$ cat src/rtl/unidade_busca_pkg.sv
// Shared constants for the instruction sequencer: opcodes, Tstep codes and FSM state encoding.
package unidade_busca_pkg;

  localparam logic [2:0] OP_MV   = 3'b000;
  localparam logic [2:0] OP_MVI  = 3'b001;
  localparam logic [2:0] OP_ADD  = 3'b010;
  localparam logic [2:0] OP_SUB  = 3'b011;
  localparam logic [2:0] OP_HALT = 3'b111;

  localparam logic [1:0] T0 = 2'b00;
  localparam logic [1:0] T1 = 2'b01;
  localparam logic [1:0] T2 = 2'b10;
  localparam logic [1:0] T3 = 2'b11;

  localparam logic [2:0] S_IDLE      = 3'd0;
  localparam logic [2:0] S_FETCH     = 3'd1;
  localparam logic [2:0] S_WAIT_I    = 3'd2;
  localparam logic [2:0] S_FETCH_IMM = 3'd3;
  localparam logic [2:0] S_WAIT_IMM  = 3'd4;
  localparam logic [2:0] S_EXEC      = 3'd5;
  localparam logic [2:0] S_HALT      = 3'd6;

  function automatic logic [2:0] opcode_of(input logic [8:0] word);
    return word[8:6];
  endfunction

endpackage

$ cat src/rtl/unidade_busca_contador_tstep.sv
// Two-bit Tstep counter: clear has priority over enable, and the count sticks at T3.
module contador_tstep
  import unidade_busca_pkg::*;
(
  input  logic       clk,
  input  logic       srst,
  input  logic       clear,
  input  logic       enable,
  output logic [1:0] count
);

  logic [1:0] count_q;
  logic [1:0] count_d;

  always_comb begin
    count_d = count_q;
    if (clear) begin
      count_d = T0;
    end else if (enable && (count_q != T3)) begin
      count_d = count_q + 2'd1;
    end
  end

  always_ff @(posedge clk) begin
    if (srst) begin
      count_q <= T0;
    end else begin
      count_q <= count_d;
    end
  end

  assign count = count_q;

endmodule

$ cat src/rtl/unidade_busca.sv
// Instruction sequencer: fetches words through a PC, decodes mvi/halt, and paces the
// control unit with Run/Tstep until it answers with Done.
module unidade_busca
  import unidade_busca_pkg::*;
#(
  parameter int         ADDR_W  = 5,
  parameter int         MEM_LAT = 1,
  parameter logic [2:0] HALT_OP = OP_HALT
) (
  input  logic              Clock,
  input  logic              Resetn,
  input  logic              Start,
  output logic [ADDR_W-1:0] Mem_addr,
  output logic              Mem_rd,
  input  logic [8:0]        Mem_data,
  output logic [8:0]        Instrucao,
  output logic [8:0]        DIN,
  output logic              Run,
  output logic [1:0]        Tstep,
  input  logic              Done,
  output logic [ADDR_W-1:0] PC,
  output logic              Halted,
  output logic              Erro
);

  logic [2:0]        state_q, state_d;
  logic [ADDR_W-1:0] pc_q, pc_d;
  logic [ADDR_W-1:0] mem_addr_q, mem_addr_d;
  logic              mem_rd_q, mem_rd_d;
  logic [8:0]        instr_q, instr_d;
  logic [8:0]        din_q, din_d;
  logic [1:0]        lat_q, lat_d;
  logic              halted_q, halted_d;
  logic              erro_q, erro_d;
  logic [1:0]        tstep_cnt;

  always_comb begin
    state_d    = state_q;
    pc_d       = pc_q;
    mem_addr_d = mem_addr_q;
    mem_rd_d   = 1'b0;
    instr_d    = instr_q;
    din_d      = din_q;
    lat_d      = lat_q;
    halted_d   = halted_q;
    erro_d     = erro_q;
    case (state_q)
      S_IDLE: begin
        if (Start) begin
          state_d = S_FETCH;
        end
      end
      S_FETCH: begin
        mem_addr_d = pc_q;
        mem_rd_d   = 1'b1;
        pc_d       = pc_q + 1'b1;
        lat_d      = 2'd0;
        state_d    = S_WAIT_I;
      end
      S_WAIT_I: begin
        if (lat_q == 2'(MEM_LAT)) begin
          instr_d = Mem_data;
          din_d   = Mem_data;
          if (opcode_of(Mem_data) == HALT_OP) begin
            halted_d = 1'b1;
            state_d  = S_HALT;
          end else if (opcode_of(Mem_data) == OP_MVI) begin
            // Immediate read is launched while the opcode is decoded, so it overlaps FETCH_IMM.
            mem_addr_d = pc_q;
            mem_rd_d   = 1'b1;
            pc_d       = pc_q + 1'b1;
            lat_d      = 2'd0;
            state_d    = S_FETCH_IMM;
          end else begin
            state_d = S_EXEC;
          end
        end else begin
          lat_d = lat_q + 2'd1;
        end
      end
      S_FETCH_IMM: begin
        lat_d   = lat_q + 2'd1;
        state_d = S_WAIT_IMM;
      end
      S_WAIT_IMM: begin
        if (lat_q == 2'(MEM_LAT)) begin
          din_d   = Mem_data;
          state_d = S_EXEC;
        end else begin
          lat_d = lat_q + 2'd1;
        end
      end
      S_EXEC: begin
        if (Done) begin
          state_d = S_FETCH;
        end else if (tstep_cnt == T3) begin
          erro_d  = 1'b1;
          state_d = S_HALT;
        end
      end
      S_HALT: begin
        state_d = S_HALT;
      end
      default: begin
        state_d = S_IDLE;
      end
    endcase
  end

  always_ff @(posedge Clock) begin
    if (Resetn) begin
      state_q    <= S_IDLE;
      pc_q       <= '0;
      mem_addr_q <= '0;
      mem_rd_q   <= 1'b0;
      instr_q    <= '0;
      din_q      <= '0;
      lat_q      <= '0;
      halted_q   <= 1'b0;
      erro_q     <= 1'b0;
    end else begin
      state_q    <= state_d;
      pc_q       <= pc_d;
      mem_addr_q <= mem_addr_d;
      mem_rd_q   <= mem_rd_d;
      instr_q    <= instr_d;
      din_q      <= din_d;
      lat_q      <= lat_d;
      halted_q   <= halted_d;
      erro_q     <= erro_d;
    end
  end

  // Cleared whenever the next cycle is not EXEC, so every instruction starts at T0.
  contador_tstep u_tstep (
    .clk    (Clock),
    .srst   (Resetn),
    .clear  (state_d != S_EXEC),
    .enable (state_q == S_EXEC),
    .count  (tstep_cnt)
  );

  assign Run       = (state_q == S_EXEC);
  assign Tstep     = tstep_cnt;
  assign Mem_addr  = mem_addr_q;
  assign Mem_rd    = mem_rd_q;
  assign Instrucao = instr_q;
  assign DIN       = din_q;
  assign PC        = pc_q;
  assign Halted    = halted_q;
  assign Erro      = erro_q;

endmodule

$ cat config.mk
export PLATFORM = sky130hd
export DESIGN_NAME = unidade_busca
export DESIGN_NICKNAME = d
export VERILOG_FILES = /design/src/rtl/unidade_busca_pkg.sv /design/src/rtl/unidade_busca_contador_tstep.sv /design/src/rtl/unidade_busca.sv
export SDC_FILE = /design/constraint.sdc
export NUM_CORES = 1
export LEC_CHECK = 0
export CAP_MARGIN = 15
export CORE_ASPECT_RATIO = 0.7
export CORE_UTILIZATION = 42
export DETAILED_ROUTE_END_ITERATION = 10
export PLACE_DENSITY = 0.75
export SETUP_SLACK_MARGIN = 0.3
export SLEW_MARGIN = 20
export SYNTH_ARGS = -nofsm -noshare
export SYNTH_HDL_FRONTEND = slang
export SYNTH_SLANG_ARGS = --single-unit
export TNS_END_PERCENT = 10
$ cat constraint.sdc
create_clock -name Clock -period 1.75 [get_ports Clock]
set_clock_uncertainty 0.1 [all_clocks]
set_input_delay 0.2625 -clock Clock [delete_from_list [all_inputs] [get_ports Clock]]
set_output_delay 0.2625 -clock Clock [all_outputs]
set_load 0.1 [all_outputs]
# == Word-level counts from Yosys, hierarchy flattened ==
# Index checks and enable logic that the tools add are counted.
# word_totals
reg_bits,38
in_bits,13
out_inout_bits,34
wordCells,69
# classes
n_eq_ne,18
reduce_logical,12
n_mux,25
addsub,3
bitwise_logic,1
# ops
operator,n
$mux 5,6
$mux 3,7
$pmux 3 s7,1
$pmux 5 s2,2
$eq 3x3->1 const B,4
$ne 2x2->1 const B,5
$ne 3x3->1 const B,3
$mux 2,4
$pmux 2 s4,1
$reduce_and 4->1,2
$eq 3x1->1 const B,2
$eq 3x2->1 const B,2
$reduce_and 3->1,2
$add 5x1->5 const B,1
$add 2x1->2 const B,2
$reduce_and 2->1,2
$reduce_bool 4->1,1
$reduce_or 2->1,2
$logic_not 3->1,1
$mux 1,3
$eq 2x1->1 const B,1
$eq 2x2->1 const B,1
$pmux 1 s2,1
$reduce_bool 2->1,1
2 further kinds,2

# == Depth between registers and ports, before layout ==
# Gate-level depths: netlist of the first run.
# logic_depth
depth_word,7
mapped_depth,8
ltp_nobuf,6

# == Modules after synthesis ==
# A second synthesis of the first run with hierarchy kept.
# unflattened
hier_cells,182
hier_area_um2,1667.8
# by_module_without_submodules
mod,area_per_inst_um2,cells_per_inst,seq_area_each_um2,instances
unidade_busca,1562.7,174,720.7,1
contador_tstep,105.1,8,40.0,1

# == Worst setup path before layout of the first run ==
# No wires, ideal clock.
# synth_path
path_type,register to register
start,reg state_q[0]
end,"reg erro_q, in the netlist Erro"
path_slack_ns,-0.573
required_time_ns,1.579
arrival_ns,2.152
stages_incl_launch_ff,6
setup_ns,0.071
synth_period_minus_slack_ns,2.323
path_buffers,1
cell_sequence,dfxtp_1 -> buf_2 -> inv_1 -> nor2_1 -> a21oi_1 -> nor2_1
# synth_between
elab_chain_len,2
# synth_lines
element,line,source
"start, declared",unidade_busca.sv:26,"logic [2:0] state_q, state_d;"
"start signal, assigned",unidade_busca.sv:122,state_q <= state_d;
$eq 3x3->1,-,
net Run,unidade_busca.sv:18,"output logic Run,"
$reduce_and 3->1 (no source line),-,
"end signal, assigned",unidade_busca.sv:130,erro_q <= erro_d;
"end, declared",unidade_busca.sv:34,"logic erro_q, erro_d;"
# The timed path passes the listed nets, and every way through them passes these cells.
# A chain may end at the register's enable or synchronous reset.

# == Worst setup path after layout of the first run ==
# layout_path
start,in Start
end,"reg u_tstep.count_q[0], in the netlist u_tstep.count[0]"
# layout_between
elab_chain_len,4
# layout_lines
element,line,source
"start, declared",unidade_busca.sv:12,"input logic Start,"
$mux 3,unidade_busca.sv:49,if (Start) begin
$pmux 3 s7,unidade_busca.sv:47,case (state_q)
$ne 3x3->1,unidade_busca.sv:138,".clear (state_d != S_EXEC),"
$reduce_or 2->1 (no source line),-,
"end signal, assigned",unidade_busca_contador_tstep.sv:28,count_q <= count_d;
"end, declared",unidade_busca_contador_tstep.sv:12,logic [1:0] count_q;
# No other way between the ends.

==> impl_results.md, run 1 <==
* Ratio of cells with drive above 1 in the final layout at 39.3%
* Reg2Reg Setup Slack at 0.18 ns
* CP Cell Sequence: clkdlybuf4s50_1 > or3b_2 > a21oi_2 > a221oi_1 > buf_4 > nor3_2
* Final-stage net count at 268
* TritonCTS buffer count at 5
* Clock root buffer master: clkbuf_8
* Setup WS post-layout at 0.176 ns
* Placed instance count at 289
* Syn_nets at 201
* GR Overflow Total at 0
* Crit path DAT at 1.68 ns
* DRC at 0
* YS warnings at 0
* Cell count after synthesis at 184
* Pre-CTS setup slack at -0.352 ns
* GRT Total Usage at 22.7%
* Tightest Pin Transition at 0.366 ns
* Area delta synth->final at 75.7%
* GR Layer Usage met3 at 6.33%
* # fillers at 229
* Status: finished, final reports clean
* Core Area at 0.00363 mm²
* Post-route clock period utilization at 89.9%
* Met2 Use GR at 33.9%
* Setup TNS at 0 ns
* Max Clk Rate at 0.635 GHz
* CP required at 1.86 ns
* IO Count at 47
* Max Slew Vio Count at 0
* DR pass1 iterations at 5
* Static leakage at 1.19 nW
* Final std cells w/o fill at 302
* Skew-Pair Late Insertion Delay at 0.29 ns
* Clock Sinks at 38
* Gpl congestion at 0.846
* Count of cell types in the netlist at 36
* Initial antenna violation count at 0
* Post-route ant nets at 0
* CP max stage delay at 0.45 ns
* Initial core utilization at 45.5%
* Yosys reg bits at 38
* Die area at 0.00419 mm²
* Critical path class: input pin to register
* Ranking of synthesized cells by area: dfxtp_1 46%, mux2i_1 9.7%, nor2_1 5.0%
* Final wirelength at 4.65 mm
* Top_reg_cell synth: dfxtp_1
* Critical Path Source Type: input pin
* Hold Crit Class: register to register
* Vias per cell at 5.10
* Worst path slowest cell: clkdlybuf4s50_1
* Htree depth at 2
* Met1 Usage GRT at 30.1%
* Die height at 54.4 µm
* First-pass GRT wire length at 6.90 mm
* Yosys top cell by area: dfxtp_1
* PD cells at 826 mW/mm²
* Cell Area, Synth at 0.00165 mm²
* Post-synth EDFFs at 0
* Routed WL per cell at 15.4 µm
* Crit path max fanout at 3
* Die W at 76.9 µm
* Maximum number of pins on one net before global-route repair at 34
* Total power draw at 2.39 mW
* Synth top area share at 46.1%
* Clk pin slew, worst setup/hold paths at 0.07 ns
* Clock tree buffer depth at 2
* Port Buffers at 46
* Cts hold-fix bufs at 0
* First DRT Iteration DRCs at 69
* RSZ-0062 raised after global routing: true
* Final setup vio count at 0
* Relative slew slack at 75.3%
* # diodes at 0
* Routed vias at 1541
* TritonCTS clock tree: built
* Multi-input gate area at 913 µm²
* Vias in the first global route at 1382
* Num rows at 18
* Sequential-to-total area share from yosys stat at 46.1%
* Crit. End Element: register
* Share of synthesized flip-flops with an asynchronous set or reset at 0%
* Final Hold Fails at 0
* Tmin final at 1.57 ns
* FF+latch area at 795 µm²
* Post-DP HPWL at 3.12 mm
* Max_cap viols at 0
* GRT busiest layer: met2
* Syn_area_per_cell at 8.96 µm²
* Worst VDD drop at 0.588 mV
==> cell usage in the layout, fill, tap and decap left out, drive strengths merged, types with 2 or more instances in the layout <==
| cell type | instances |
|---|---|
| nor2b | 5 |
| nand2b | 3 |
| clkbuf | 7 |
| dlygate4sd2 | 3 |
| xnor2 | 2 |
| mux2i | 16 |
| dfxtp | 38 |
| o21ai | 6 |
| nor3 | 3 |
| or3b | 3 |
| nand3 | 5 |
| a21oi | 16 |
| nor2 | 22 |
| a211oi | 2 |
| xor2 | 2 |
| nand2 | 20 |
| or3 | 3 |
| buf | 59 |
| o31ai | 2 |
| clkdlybuf4s50 | 9 |
| inv | 6 |
| ha | 4 |
| nand3b | 2 |
==> synth_stat cells (2+ instances only) <==
| library cell | n |
|---|---|
| inv_1 | 6 |
| nand2b_1 | 3 |
| mux2i_1 | 16 |
| xnor2_1 | 2 |
| nand3b_1 | 2 |
| nor2_1 | 22 |
| nand2_1 | 20 |
| o31ai_1 | 2 |
| buf_2 | 5 |
| ha_1 | 4 |
| a211oi_1 | 2 |
| dfxtp_1 | 38 |
| nor2b_1 | 5 |
| clkbuf_1 | 5 |
| nand3_1 | 5 |
| xor2_1 | 2 |
| o21ai_0 | 6 |
| or3_1 | 3 |
| or3b_2 | 2 |
| nor3_1 | 3 |
| a21oi_1 | 16 |
==> worst max-delay path, delay by kind of cell <==
kind / cells / cell delay (ns)
buffers and inverters: 2 / 0.62
and+or+nand+nor: 2 / 0.62
AOI/OAI and AO/OA: 2 / 0.19
==> layer usage <==
metal / wire length [µm] / vias to the layer above / part of all wire, %
li1: - / 765 / -
met1: 2210 / 709 / 48
met2: 2050 / 56 / 44
met3: 277 / 11 / 6.0
met4: 108 / 0 / 2.3
met5: 0 / - / 0
==> per-stage QoR <==
step	area (µm²)	hold WS, ns	util, %
4_1_cts	2860	0.392	78.9
3_5_place_dp	2700	0.388	74.3
5_1_grt	2900	0.417	79.9
2_1_floorplan	1720	0.298	-
3_3_place_gp	2700	0.380	74.3
6_report	2900	0.392	79.9
==> what timing repair did <==
item                       CTS  global route
setup buffers                5             0
gates resized for setup     16             9
setup endpoints to repair   37            36
pin swaps                    7             4
==> state kept, by name (all words and copies together), names as in the netlist <==
name	count
DIN	9
Mem_rd	1
lat_q	2
u_tstep.count	2
Instrucao	9
Mem_addr	5
state_q	3
Halted	1
Erro	1
PC	5
==> worst paths after layout <==
kind                 start               end  cells past startpoint
hold reg to reg   lat_q[1]          lat_q[1]                      2
setup reg to reg  lat_q[1]             PC[2]                      7
hold / removal    lat_q[1]          lat_q[1]                      2
setup / recovery     Start  u_tstep.count[0]                      6
==> logic make-up after synthesis <==
family                     count (synthesis)  synth area share, %
and+or+nand+nor                           69                 20.6
DFF                                       38                 46.1
AOI/OAI and AO/OA                         35                 13.5
buffers and inverters                     17                 4.25
muxes                                     17                 10.4
xor gates and xnor gates                   4                 2.12
adders and majority gates                  4                 3.04
==> power breakdown <==
group / total [mW] / internal [mW] / leakage [nW] / switching (mW)
Sequential: 0.994 / 0.915 / 0.314 / 0.0787
Clock: 0.621 / 0.318 / 0.0482 / 0.303
Combinational: 0.778 / 0.354 / 0.829 / 0.424
Total: 2.39 / 1.59 / 1.19 / 0.806
==> cell type report <==
cell class,count,share of cell area [%]
Multi-Input combinational cell,129,31.5
Tap cell,50,2.16
Timing Repair Buffer,71,35.0
Sequential cell,38,27.4
Inverter,6,0.777
Clock buffer,7,2.98
Clock inverter,1,0.173
No activity file was read; power rests on OpenSTA's default activity.
==> run 2, diff against run 1 <==
--- a/config.mk
+++ b/config.mk
@@ -6,7 +6,8 @@
 export NUM_CORES = 1
 export LEC_CHECK = 0
 export CAP_MARGIN = 15
-export CORE_ASPECT_RATIO = 0.7
+export CORE_ASPECT_RATIO = 0.8
+export CORE_MARGIN = 2
 export CORE_UTILIZATION = 42
 export DETAILED_ROUTE_END_ITERATION = 10
 export PLACE_DENSITY = 0.75
==> impl_results.md, run 2 (same netlist as run 1, synthesis figures left out) <==
* TritonCTS clock tree: built
* Post-layout instance area at 0.00306 mm² (+5.7%)
* Clk pin slew, worst setup/hold paths at 0.08 ns (about the same)
* Tightest Pin Transition at 0.385 ns (+0.0185 ns)
* Hold Crit Class: input pin to register
* Area delta synth->final at 85.7%
* Clock root buffer master: clkbuf_8
* Dpl cell area at 0.00269 mm² (about the same)
* Cts hold-fix bufs at 0 (unchanged)
* Num rows at 20 (+2)
* Crit path DAT at 1.81 ns (+0.13 ns)
* Die area at 0.00445 mm² (+6.3%)
* Die W at 74.1 µm (-3.7%)
* Critical path class: register to register
* Critical Path Source: state_q[1]
* Status: finished, final reports clean
* Total power draw at 2.56 mW (+6.9%)
* Clock Sinks at 38 (unchanged)
* PD cells at 836 mW/mm² (+1.2%)
* Final hold slack at 0.384 ns (-0.00782 ns)
* Final-stage net count at 279 (+4.1%)
* Top delay family on crit path: simple AND/OR/NAND/NOR gates
* Commonest cells after routing, fill and taps aside: 35 x buf_12, 27 x dfxtp_1, 27 x buf_4, 21 x nor2_1, 20 x nand2_1
* Max_cap viols at 0 (unchanged)
* DRC at 0 (unchanged)
* IO Count at 47 (unchanged)
* Vias in the first global route at 1560 (+13%)
* Die height at 60.0 µm (+10%)
* Initial antenna violation count at 0 (unchanged)
* Relative slew slack at 74.3% (-1.0 points)
* Maximum number of pins on one net before global-route repair at 34 (unchanged)
* # fillers at 211 (-7.9%)
* Core Area at 0.00378 mm² (+4.2%)
* Post-route clock period utilization at 94.9% (+5.0 points)
* Static leakage at 1.27 nW (+6.4%)
* CP max stage delay at 0.38 ns (-0.07 ns)
* Ratio of cells with drive above 1 in the final layout at 43.3% (+4.1 points)
* Worst VDD drop at 0.754 mV (+28%)
* Gpl congestion at 0.819 (-3.1%)
* Final setup vio count at 0 (unchanged)
* TritonCTS buffer count at 5 (unchanged)
* Hold path depth at 4 (+2)
* R2R Path Start: state_q[1]
* Skew-Pair Late Insertion Delay at 0.31 ns (+0.02 ns)
* Depth of the most critical reg-to-reg path at 6 (-1)
* Final wirelength at 5.23 mm (+12%)
* Routed WL per cell at 16.4 µm (+6.8%)
* Critical Path Source Type: register
* Post-DP HPWL at 2.98 mm (-4.6%)
* CP Cell Sequence: buf_4 > nor2b_2 > nor2b_2 > buf_4 > a41oi_1 > nor2_1
* Crit path depth at 6 (unchanged)
* GRT Total Usage at 23.5% (+0.84 points)
* RSZ-0062 raised after global routing: true
* Most common cell after layout, fill and taps aside: buf_12
* First DRT Iteration DRCs at 83 (+20%)
* Post-route ant nets at 0 (unchanged)
* Worst path bufs/invs at 2 (unchanged)
* Crit. End Element: register
* Clock tree buffer depth at 2 (unchanged)
* First-pass GRT wire length at 7.66 mm (+11%)
* Initial core utilization at 43.6% (-1.8 points)
* Routed vias at 1628 (+5.6%)
* # diodes at 0 (unchanged)
* DR pass1 iterations at 4 (-1)
* CP required at 1.90 ns (+0.04 ns)
* Max Clk Rate at 0.602 GHz (-5.2%)
* Max Slew Vio Count at 0 (unchanged)
* Tmin final at 1.66 ns (+0.0866 ns)
* Crit path max fanout at 10 (+7)
* Hold Crit Start: Mem_data[7]
* Port Buffers at 46 (unchanged)
* Worst path slowest cell: dfxtp_4
* Htree depth at 2 (unchanged)
* GR Overflow Total at 0 (unchanged)
* Final Hold Fails at 0 (unchanged)
* Vias per cell at 5.12 (+0.33%)
## run 2: area by class of cell
type | instances | area [µm²] | share of cell area, %
repair buffers | 82 | 1120 | 36.7
flip-flops and latches | 38 | 792 | 25.9
clock inverters | 2 | 11.3 | 0.368
multi-input cells | 129 | 961 | 31.4
clock buffers | 6 | 82.6 | 2.70
well taps | 55 | 68.8 | 2.25
inverters | 6 | 22.5 | 0.736
## run 2: path summary, 6_finish.rpt
path	end	slack (ns)
setup / recovery	Halted	0.09
hold / removal	DIN[7]	0.38
setup reg to reg	Halted	0.09
hold reg to reg	Instrucao[1]	0.40
## run 2: timing repair
item	in CTS	in global routing
cloned	0	1
pin swaps	11	8
gates resized for setup	22	14
buffers inserted	14	2
setup endpoints to repair	37	37
## run 2: power breakdown
group | switching, mW | internal (mW)
Combinational | 0.492 | 0.444
Sequential | 0.0603 | 0.914
Clock | 0.332 | 0.318
## run 2: worst min-delay path: stages
cell and delay (ns):
dlygate4sd2_1 0.22, buf_4 0.14, mux2i_1 0.06, nor2_1 0.07
## run 2: per-stage QoR
stage / util [%] / instances / TNS, ns / worst slack [ns]
2_1_floorplan: - / 184 / 0 / 0.197
3_3_place_gp: 71.3 / 293 / -3.09 / -0.271
3_5_place_dp: 71.3 / 293 / -3.22 / -0.291
4_1_cts: 78.7 / 315 / 0 / 0.119
5_1_grt: 81.0 / 318 / 0 / 0.0468
6_report: 81.0 / 318 / 0 / 0.0895
## run 2: layer usage
layer,GRT usage (%),routed length [µm],vias up
met5,0,0,-
met4,9.35,64,0
met3,5.90,393,5
met2,39.2,2580,75
met1,29.3,2190,762
li1,-,-,786
